### src/rtl/controlador_estados_if.sv
// Bus between the pet state controller and its environment: user buttons,
// attribute values and death flag in; one-hot state and action-done pulse out.
interface controlador_estados_if;
    logic       btn_dormir;
    logic       btn_comer;
    logic       btn_aula;
    logic [7:0] fome;
    logic [7:0] felicidade;
    logic [7:0] sono;
    logic       morreu;
    logic [3:0] estado;
    logic       acao_concluida;

    modport master (
        output btn_dormir, btn_comer, btn_aula,
        output fome, felicidade, sono, morreu,
        input  estado, acao_concluida
    );

    modport slave (
        input  btn_dormir, btn_comer, btn_aula,
        input  fome, felicidade, sono, morreu,
        output estado, acao_concluida
    );
endinterface

### src/rtl/controlador_estados.sv
// Pet state controller: idle / sleeping / eating / lecturing / dead, with
// edge-detected buttons, timed actions, saturation exit and forced sleep.
module controlador_estados #(
    parameter logic [15:0] DURACAO        = 16'd50000,
    parameter logic [7:0]  LIMIAR_DESMAIO = 8'd20,
    parameter logic [7:0]  MAX_ATRIB      = 8'd100
) (
    input  logic                  clk,
    input  logic                  rst_n,
    controlador_estados_if.slave  bus
);

    typedef enum logic [3:0] {
        OCIOSO     = 4'b0000,
        DORMINDO   = 4'b0001,
        COMENDO    = 4'b0010,
        DANDO_AULA = 4'b0100,
        MORTO      = 4'b1000
    } estado_t;

    localparam logic [15:0] DUR_EF = (DURACAO == 16'd0) ? 16'd1 : DURACAO;

    estado_t     estado_q, estado_d;
    logic        conclui_q, conclui_d;
    logic [15:0] cont_q, cont_d;
    logic [2:0]  btn_now, btn_hist_q, btn_lock_q, press;
    logic        fim_tempo, saturado, cancelar, sono_baixo;

    assign btn_now = {bus.btn_aula, bus.btn_comer, bus.btn_dormir};

    // A button held through reset stays locked until it is seen released,
    // so it cannot masquerade as a fresh press after reset.
    assign press = btn_now & ~btn_hist_q & ~btn_lock_q;

    assign fim_tempo  = (cont_q == DUR_EF - 16'd1);
    assign sono_baixo = (bus.sono <= LIMIAR_DESMAIO);

    assign saturado = ((estado_q == DORMINDO)   && (bus.sono       >= MAX_ATRIB)) ||
                      ((estado_q == COMENDO)    && (bus.fome       >= MAX_ATRIB)) ||
                      ((estado_q == DANDO_AULA) && (bus.felicidade >= MAX_ATRIB));

    assign cancelar = ((estado_q == DORMINDO)   && press[0]) ||
                      ((estado_q == COMENDO)    && press[1]) ||
                      ((estado_q == DANDO_AULA) && press[2]);

    always_ff @(posedge clk or negedge rst_n) begin
        if (!rst_n) begin
            estado_q   <= OCIOSO;
            conclui_q  <= 1'b0;
            cont_q     <= 16'd0;
            btn_hist_q <= 3'b000;
            btn_lock_q <= 3'b111;
        end else begin
            estado_q   <= estado_d;
            conclui_q  <= conclui_d;
            cont_q     <= cont_d;
            btn_hist_q <= btn_now;
            btn_lock_q <= btn_lock_q & btn_now;
        end
    end

    always_comb begin
        estado_d  = estado_q;
        conclui_d = 1'b0;
        cont_d    = 16'd0;
        if (bus.morreu) begin
            estado_d = MORTO;
        end else begin
            case (estado_q)
                OCIOSO: begin
                    if (press[0])                      estado_d = DORMINDO;
                    else if (press[1])                 estado_d = COMENDO;
                    else if (press[2] && !sono_baixo)  estado_d = DANDO_AULA;
                    else if (sono_baixo)               estado_d = DORMINDO;
                end
                DORMINDO, COMENDO, DANDO_AULA: begin
                    if (fim_tempo || saturado) begin
                        estado_d  = OCIOSO;
                        conclui_d = 1'b1;
                    end else if (cancelar) begin
                        estado_d = OCIOSO;
                    end else begin
                        cont_d = cont_q + 16'd1;
                    end
                end
                MORTO:   estado_d = MORTO;
                default: estado_d = OCIOSO;
            endcase
        end
    end

    assign bus.estado         = estado_q;
    assign bus.acao_concluida = conclui_q;

endmodule

### src/flat_wrapper.sv
// flat-port wrapper written by rule: the top's interface ports become plain ports
module controlador_estados_flat 
#(
    parameter logic [15:0] DURACAO        = 16'd50000,
    parameter logic [7:0]  LIMIAR_DESMAIO = 8'd20,
    parameter logic [7:0]  MAX_ATRIB      = 8'd100
)
  (clk, rst_n, bus_btn_dormir, bus_btn_comer, bus_btn_aula, bus_fome, bus_felicidade, bus_sono, bus_morreu, bus_estado, bus_acao_concluida);
  controlador_estados_if bus_i ();
  input  logic clk;
  input  logic rst_n;
  input wire logic [$bits(bus_i.btn_dormir)-1:0] bus_btn_dormir;
  input wire logic [$bits(bus_i.btn_comer)-1:0] bus_btn_comer;
  input wire logic [$bits(bus_i.btn_aula)-1:0] bus_btn_aula;
  input wire logic [$bits(bus_i.fome)-1:0] bus_fome;
  input wire logic [$bits(bus_i.felicidade)-1:0] bus_felicidade;
  input wire logic [$bits(bus_i.sono)-1:0] bus_sono;
  input wire logic [$bits(bus_i.morreu)-1:0] bus_morreu;
  output wire logic [$bits(bus_i.estado)-1:0] bus_estado;
  output wire logic [$bits(bus_i.acao_concluida)-1:0] bus_acao_concluida;
  assign bus_i.btn_dormir = bus_btn_dormir;
  assign bus_i.btn_comer = bus_btn_comer;
  assign bus_i.btn_aula = bus_btn_aula;
  assign bus_i.fome = bus_fome;
  assign bus_i.felicidade = bus_felicidade;
  assign bus_i.sono = bus_sono;
  assign bus_i.morreu = bus_morreu;
  assign bus_estado = bus_i.estado;
  assign bus_acao_concluida = bus_i.acao_concluida;
  controlador_estados #(.DURACAO(DURACAO), .LIMIAR_DESMAIO(LIMIAR_DESMAIO), .MAX_ATRIB(MAX_ATRIB)) u_core (.clk(clk), .rst_n(rst_n), .bus(bus_i));
endmodule
### config.mk
export PLATFORM = sky130hd
export DESIGN_NAME = controlador_estados_flat
export DESIGN_NICKNAME = d
export VERILOG_FILES = /design/src/rtl/controlador_estados_if.sv /design/src/rtl/controlador_estados.sv /design/src/flat_wrapper.sv
export SDC_FILE = /design/constraint.sdc
export NUM_CORES = 1
export LEC_CHECK = 0
export ABC_AREA = 1
export CAP_MARGIN = 20
export CORE_MARGIN = 2
export CORE_UTILIZATION = 50
export CTS_CLUSTER_SIZE = 12
export DETAILED_ROUTE_END_ITERATION = 8
export GPL_TIMING_DRIVEN = 0
export HOLD_SLACK_MARGIN = 0.12
export PLACE_DENSITY = 0.81
export SKIP_CTS_REPAIR_TIMING = 1
export SYNTH_ARGS = -nofsm -noshare
export SYNTH_HDL_FRONTEND = slang
export SYNTH_SLANG_ARGS = --single-unit
### constraint.sdc
create_clock -name clk -period 2.9 [get_ports clk]
set_clock_uncertainty 0.2 [all_clocks]
set_input_delay 0.58 -clock clk [delete_from_list [all_inputs] [get_ports clk]]
set_output_delay 0.58 -clock clk [all_outputs]
set_load 0.005 [all_outputs]
; Word-level counts from Yosys, hierarchy flattened
; Cells that the tools add are included.
[op_classes]
addsub = 1
multipliers = 0
div_mod_pow = 0
n_lt_le_gt_ge = 4
n_eq_ne = 7
shifts = 0
muxes = 15
bitwise = 5
reduce_logical = 16
[op_table]
columns = operator, count
row1 = 16-bit 2-to-1 mux, 4
row2 = 4-bit 2-to-1 mux, 7
row3 = "8-bit by 7-bit >= comparator with 1-bit output, second input constant", 3
row4 = "16-bit by 1-bit adder with 16-bit output, second input constant", 1
row5 = "16-bit == test, second input constant", 1
row6 = 4-bit case mux with 3 select lines, 1
row7 = 3-bit bitwise AND, 3
row8 = "8-bit by 5-bit <= comparator with 1-bit output, second input constant", 1
row9 = 1-bit logical AND, 7
row10 = "6-bit by 2-bit != test with 1-bit output, second input constant", 1
row11 = 3-bit inverter, 2
row12 = 1-bit logical OR, 5
row13 = "4-bit by 1-bit == test with 1-bit output, second input constant", 1
row14 = "4-bit by 2-bit == test with 1-bit output, second input constant", 1
row15 = "4-bit by 3-bit == test with 1-bit output, second input constant", 1
row16 = "4-bit == test, second input constant", 1
row17 = 4-bit logical NOT, 1
row18 = "4-bit by 2-bit != test with 1-bit output, second input constant", 1
row19 = 1-bit 2-to-1 mux, 3
row20 = 3-bit OR reduction, 1
row21 = 2-bit AND reduction, 1
row22 = 1-bit logical NOT, 1
[word_totals]
regBits = 27
latch_bits = 0
mem_bits_rw = 0
romBits = 0
inputBits = 30
out_inout_bits = 5
wordCells = 53
mem_count = 0

; Logic depth before layout (Yosys ltp)
[depth]
ltp_word = 10
mapped_depth = 11
depth_no_buf = 11

; Worst setup path after synthesis
; Ideal clock, no wire load.
[synth_timing]
path_kind = input-to-reg
startpoint = input port bus_btn_aula
endpoint = register u_core.cont_q[13]
t_arrival_ns = 1.412
required_ns = 2.577
setup_slack_ns = 1.165
stages = 8
n_path_buf = 1
path_cell_list = inv_1 nor3_1 nand2_1 nand3_2 nor2_4 nand2_4 buf_8 nor2_4
[synth_between]
elab_chain_cells = 8
[synth_rtl]
columns = element, line_no
row1 = "start, declared", flat_wrapper.sv:14  ; input wire logic [$bits(bus_i.btn_aula)-1:0] bus_btn_aula;
row2 = 3-bit bitwise AND (2 in series), controlador_estados.sv:33  ; assign press = btn_now & ~btn_hist_q & ~btn_lock_q;
row3 = 1-bit logical AND, controlador_estados.sv:44  ; ((estado_q == DANDO_AULA) && press[2]);
row4 = 1-bit logical OR, controlador_estados.sv:43  ; ((estado_q == COMENDO) && press[1]) ||
row5 = 16-bit 2-to-1 mux, controlador_estados.sv:80  ; end else if (cancelar) begin
row6 = 16-bit 2-to-1 mux, controlador_estados.sv:77  ; if (fim_tempo || saturado) begin
row7 = 16-bit 2-to-1 mux, controlador_estados.sv:69  ; case (estado_q)
row8 = 16-bit 2-to-1 mux, controlador_estados.sv:66  ; if (bus.morreu) begin
row9 = named net u_core.cont_d[13], controlador_estados.sv:25  ; logic [15:0] cont_q, cont_d;
row10 = "end signal, assigned", controlador_estados.sv:56  ; cont_q <= cont_d;
row11 = "end, declared", controlador_estados.sv:25
; The timed path passes the listed nets, and every way through them passes these cells.
; A chain may end at the register's enable or synchronous reset.

; Worst setup path in the final report
[layout_timing]
startpoint = register u_core.estado_q[2] (netlist: u_core.bus.estado[2])
endpoint = output port bus_estado[2]
[layout_lines]
columns = element, line_no
row1 = "start, declared", controlador_estados.sv:23  ; estado_t estado_q, estado_d;
row2 = "start signal, assigned", controlador_estados.sv:54  ; estado_q <= estado_d;
row3 = "end, declared", flat_wrapper.sv:19  ; output wire logic [$bits(bus_i.estado)-1:0] bus_estado;
; No word-level cell between the ends.

==> metrics.log <==
[metrics] Synth Area in Adders: 0.8000%
[metrics] largest family of logic cells by synthesized area: simple AND/OR/NAND/NOR gates
[metrics] Antenna Diode Count: 0
[metrics] Post-Syn Nets: 239
[metrics] H-tree levels: 1
[metrics] Seq cells post-synth: 27
[metrics] Antenna Violating Nets Remaining: 0
[metrics] clock-pin slew on the worst setup and hold paths: 0.14 ns
[metrics] number of distinct library cells after synthesis: 22
[metrics] endpoint arrival time on the critical path: 1.33 ns
[metrics] 1st-iter DRT viols: 52
[metrics] Crit. End Element: primary output
[metrics] Data required, critical path: around 2.1 ns
[metrics] VDD IR max: 0.2266 mV
[metrics] result of the run: finished clean
[metrics] relative max-transition margin: 67.37%
[metrics] clock root buffer master: sky130_fd_sc_hd__clkbuf_4
[metrics] reg-to-reg startpoint: u_core.cont_q[0]$_DFF_PN0_
[metrics] starting utilization of the core area: 52.08%
[metrics] sequential fraction of design power: 63.1%
[metrics] Slowest-stage cell, CP: sky130_fd_sc_hd__clkdlybuf4s50_1
[metrics] number of global-route vias before repair: 1,265
[metrics] number of cell instances on the worst register-to-register path: 9
[metrics] share of the cycle needed by the critical path after routing: just over 70%
[metrics] static power due to leakage: 0.9392 nW
[metrics] syn avg cell area: 7.519 um^2
[metrics] register-to-register setup slack: around 1.1 ns
[metrics] largest fanout of any net on the critical path: 6
[metrics] CP Launch Type: flip-flop
[metrics] Hold Violations, Final: 0
[metrics] TNS Setup: 0 ns
[metrics] fraction of layout instances using a drive strength above 1: 11.11%
[metrics] Die X-Extent: 59.93 um
[metrics] transition time at the pin with the least slew margin: 0.4879 ns
[metrics] core area: about 3000 um^2
[metrics] post-synthesis instance total: 208
[metrics] PD cells: 306.8 nW/um^2
[metrics] Tot Pwr: 0.6016 mW
[metrics] number of cells on the worst hold path: 2
[metrics] net switching power: 0.1322 mW
[metrics] Crit Path Class: flip-flop to primary output
[metrics] sequential element share of the synthesized area: around 43%
[metrics] Vias per Instance: approximately 4.8
[metrics] number of vias after detailed routing: 1,312
[metrics] drt total wl: between 2000 and 3000 um
[metrics] largest net degree at the start of global routing: 21
[metrics] share of the synthesized netlist area taken by xor and xnor gates: roughly 5%
[metrics] Switching Fraction: a little over a fifth
[metrics] number of pins with negative max-slew slack in the final report: 0
[metrics] internal power: 0.4694 mW
[metrics] RSZ-0062 raised after global routing: false
[metrics] series of cell instances along the critical path: clkdlybuf4s50_1
[metrics] area of combinational cells with multiple inputs: 734.5 um^2
[metrics] die boundary height: between 50 and 60 um
[metrics] CTS tree: done
[metrics] Total Routing Usage GR: a little under a fifth
[metrics] P&R area growth vs syn: 25.36%
[metrics] IO Pins: 35
[metrics] maximum clock insertion buffer count: 2
[metrics] per-cell routed wire length: between 10 and 15 um
[metrics] routability congestion estimate: 0.8016
[metrics] worst hold path startpoint: u_core.btn_lock_q[2]$_DFF_PN1_
[metrics] clock share of power: 26.6%
[metrics] CTS buffer count: 3
[metrics] Hold Crit Class: flip-flop to flip-flop
[metrics] synth warn: 0
[metrics] worst slack on hold paths: 0.2643 ns
[metrics] area fraction in and, or, nand and nor cells after synthesis: between 30% and 40%
[metrics] FF+latch area: 679.4 um^2
[metrics] Std-Cell Rows: 20
[metrics] Final #Nets: 275
[metrics] Min Clock Period, post-route: 2.110 ns
[metrics] detailed placer's ending HPWL: 2314 um
[metrics] maximum clock frequency: about 0.47 GHz
[metrics] antenna violations before repair: 0
[metrics] remaining design rule violation count: 0
[metrics] length of the first detailed-routing pass in iterations: 4
[metrics] buffering stage count on the worst path with inverters included: 1
[metrics] post-synthesis compound-gate area fraction: 1.600%
[metrics] kind of cell with the highest combined delay on the critical path: buffers and inverters
[metrics] final global-route overflow total: 0
[metrics] count of maximum capacitance violations: 0
[metrics] fill cell count: between 200 and 300
[metrics] Gate power share: about a tenth
[metrics] area of the die: between 3000 and 4000 um^2
[metrics] mux share of post-synthesis cell area: 0%
[metrics] Num Clock Sinks: 27
[metrics] capture instance of the worst register-to-register path: u_core.cont_q[9]$_DFF_PN0_
[metrics] end of the worst hold path: u_core.btn_lock_q[2]$_DFF_PN1_
[metrics] Cell Area, Synth: 1564 um^2
[metrics] Finish-stage setup viols: 0
[metrics] Slowest Stage Delay on Critical Path: 0.54 ns
[metrics] Worst-Skew Late Latency: about 0.32 ns
[metrics] number of input and output port buffers inserted: 30
[metrics] first-pass GRT wire length: 5147 um
[sequential cells by signal (all words and copies together), names as in the netlist]
| name | cells |
|---|---|
| u_core.cont_q | 16 |
| u_core.btn_lock_q | 3 |
| u_core.bus.acao_concluida | 1 |
| u_core.bus.estado | 4 |
| u_core.btn_hist_q | 3 |
[cells by family after synthesis]
group                    count (synthesis)
buffers and inverters                   37
adder cells (fa/ha/maj)                  1
AND/OR/NAND/NOR                        130
flip-flops                              27
AO/OA/AOI/OAI                            4
XOR/XNOR                                 9
[layout by cell type, fill, tap and decap left out, drive strengths merged]
cell / n
xnor2: 3
dfstp: 3
buf: 2
and3: 1
dfrtp: 24
ha: 1
clkbuf: 3
xor2: 6
clkdlybuf4s50: 30
o31ai: 1
nand4: 2
nor3: 9
inv: 36
nand3b: 1
nor2: 46
a21oi: 2
clkinv: 1
nand3: 12
nand2: 59
a21o: 1
[synth_stat cells]
library cell / instances / area, um^2
sky130_fd_sc_hd__nand2_1: 57 / 214.0
sky130_fd_sc_hd__inv_1: 36 / 135.1
sky130_fd_sc_hd__nor2_1: 33 / 123.9
sky130_fd_sc_hd__dfrtp_1: 24 / 600.6
sky130_fd_sc_hd__nand3_1: 9 / 45.04
sky130_fd_sc_hd__nor3_1: 9 / 45.04
sky130_fd_sc_hd__nor2_4: 7 / 78.83
sky130_fd_sc_hd__nor2_2: 6 / 37.54
sky130_fd_sc_hd__xor2_1: 6 / 52.55
sky130_fd_sc_hd__dfstp_2: 3 / 78.83
sky130_fd_sc_hd__nand3_2: 3 / 30.03
sky130_fd_sc_hd__xnor2_1: 3 / 26.28
sky130_fd_sc_hd__a21oi_1: 2 / 10.01
sky130_fd_sc_hd__nand4_1: 2 / 12.51
sky130_fd_sc_hd__a21o_1: 1 / 7.510
sky130_fd_sc_hd__and3_1: 1 / 6.260
sky130_fd_sc_hd__buf_8: 1 / 15.01
sky130_fd_sc_hd__ha_1: 1 / 12.51
sky130_fd_sc_hd__nand2_2: 1 / 6.260
sky130_fd_sc_hd__nand2_4: 1 / 11.26
sky130_fd_sc_hd__nand3b_1: 1 / 7.510
sky130_fd_sc_hd__o31ai_1: 1 / 7.510
[routing by layer]
layer | vias up | part of all wire (%) | GRT usage, %
li1 | 695 | - | -
met1 | 593 | 47 | 24.66
met2 | 22 | 48 | 31.37
met3 | 2 | 4.3 | 3.680
met4 | 0 | 0.87 | 5.079
met5 | - | 0 | 0
[layout make-up]
type	count	area share, %
multi-input cells	144	37.46
clock buffers	3	1.149
clock inverters	1	0.2553
repair buffers	31	16.72
inverters	36	6.892
well taps	33	2.106
flip-flops and latches	27	34.65
plain buffers	1	0.7658
[per-stage QoR]
| stage | instance area (um^2) | worst slack [ns] | cells | util [%] |
|---|---|---|---|---|
| after floorplan | 1564 | 1.165 | 208 | - |
| after global placement | 1906 | 0.4924 | 271 | 63.46 |
| after detailed placement | 1933 | 0.4948 | 272 | 64.38 |
| after CTS | 1961 | 0.7808 | 276 | 65.29 |
| after global routing | 1961 | 0.7016 | 276 | 65.29 |
| final | 1961 | 0.7901 | 276 | 65.29 |
[worst max path at each step]
stage	endpoint	start	depth (start not counted)
2_1_floorplan	u_core.cont_q[13]$_DFF_PN0_	bus_btn_aula	8
3_3_place_gp	u_core.cont_q[13]$_DFF_PN0_	bus_btn_aula	9
3_5_place_dp	u_core.cont_q[13]$_DFF_PN0_	bus_btn_aula	9
4_1_cts	bus_estado[2]	u_core.bus.estado[2]$_DFFE_PN0P_	1
5_1_grt	bus_estado[1]	u_core.bus.estado[1]$_DFFE_PN0P_	1
6_report	bus_estado[2]	u_core.bus.estado[2]$_DFFE_PN0P_	1
[power by group through the flow]
stage	registers (mW)	clock network [mW]	logic [mW]
floorplan	0.386	0	0.0140
global placement	0.386	0	0.0576
detailed placement	0.386	0	0.0632
CTS	0.380	0.167	0.0633
global route	0.380	0.182	0.0697
finish	0.379	0.160	0.0624
Note: power is estimated with default switching activity, not from simulation.
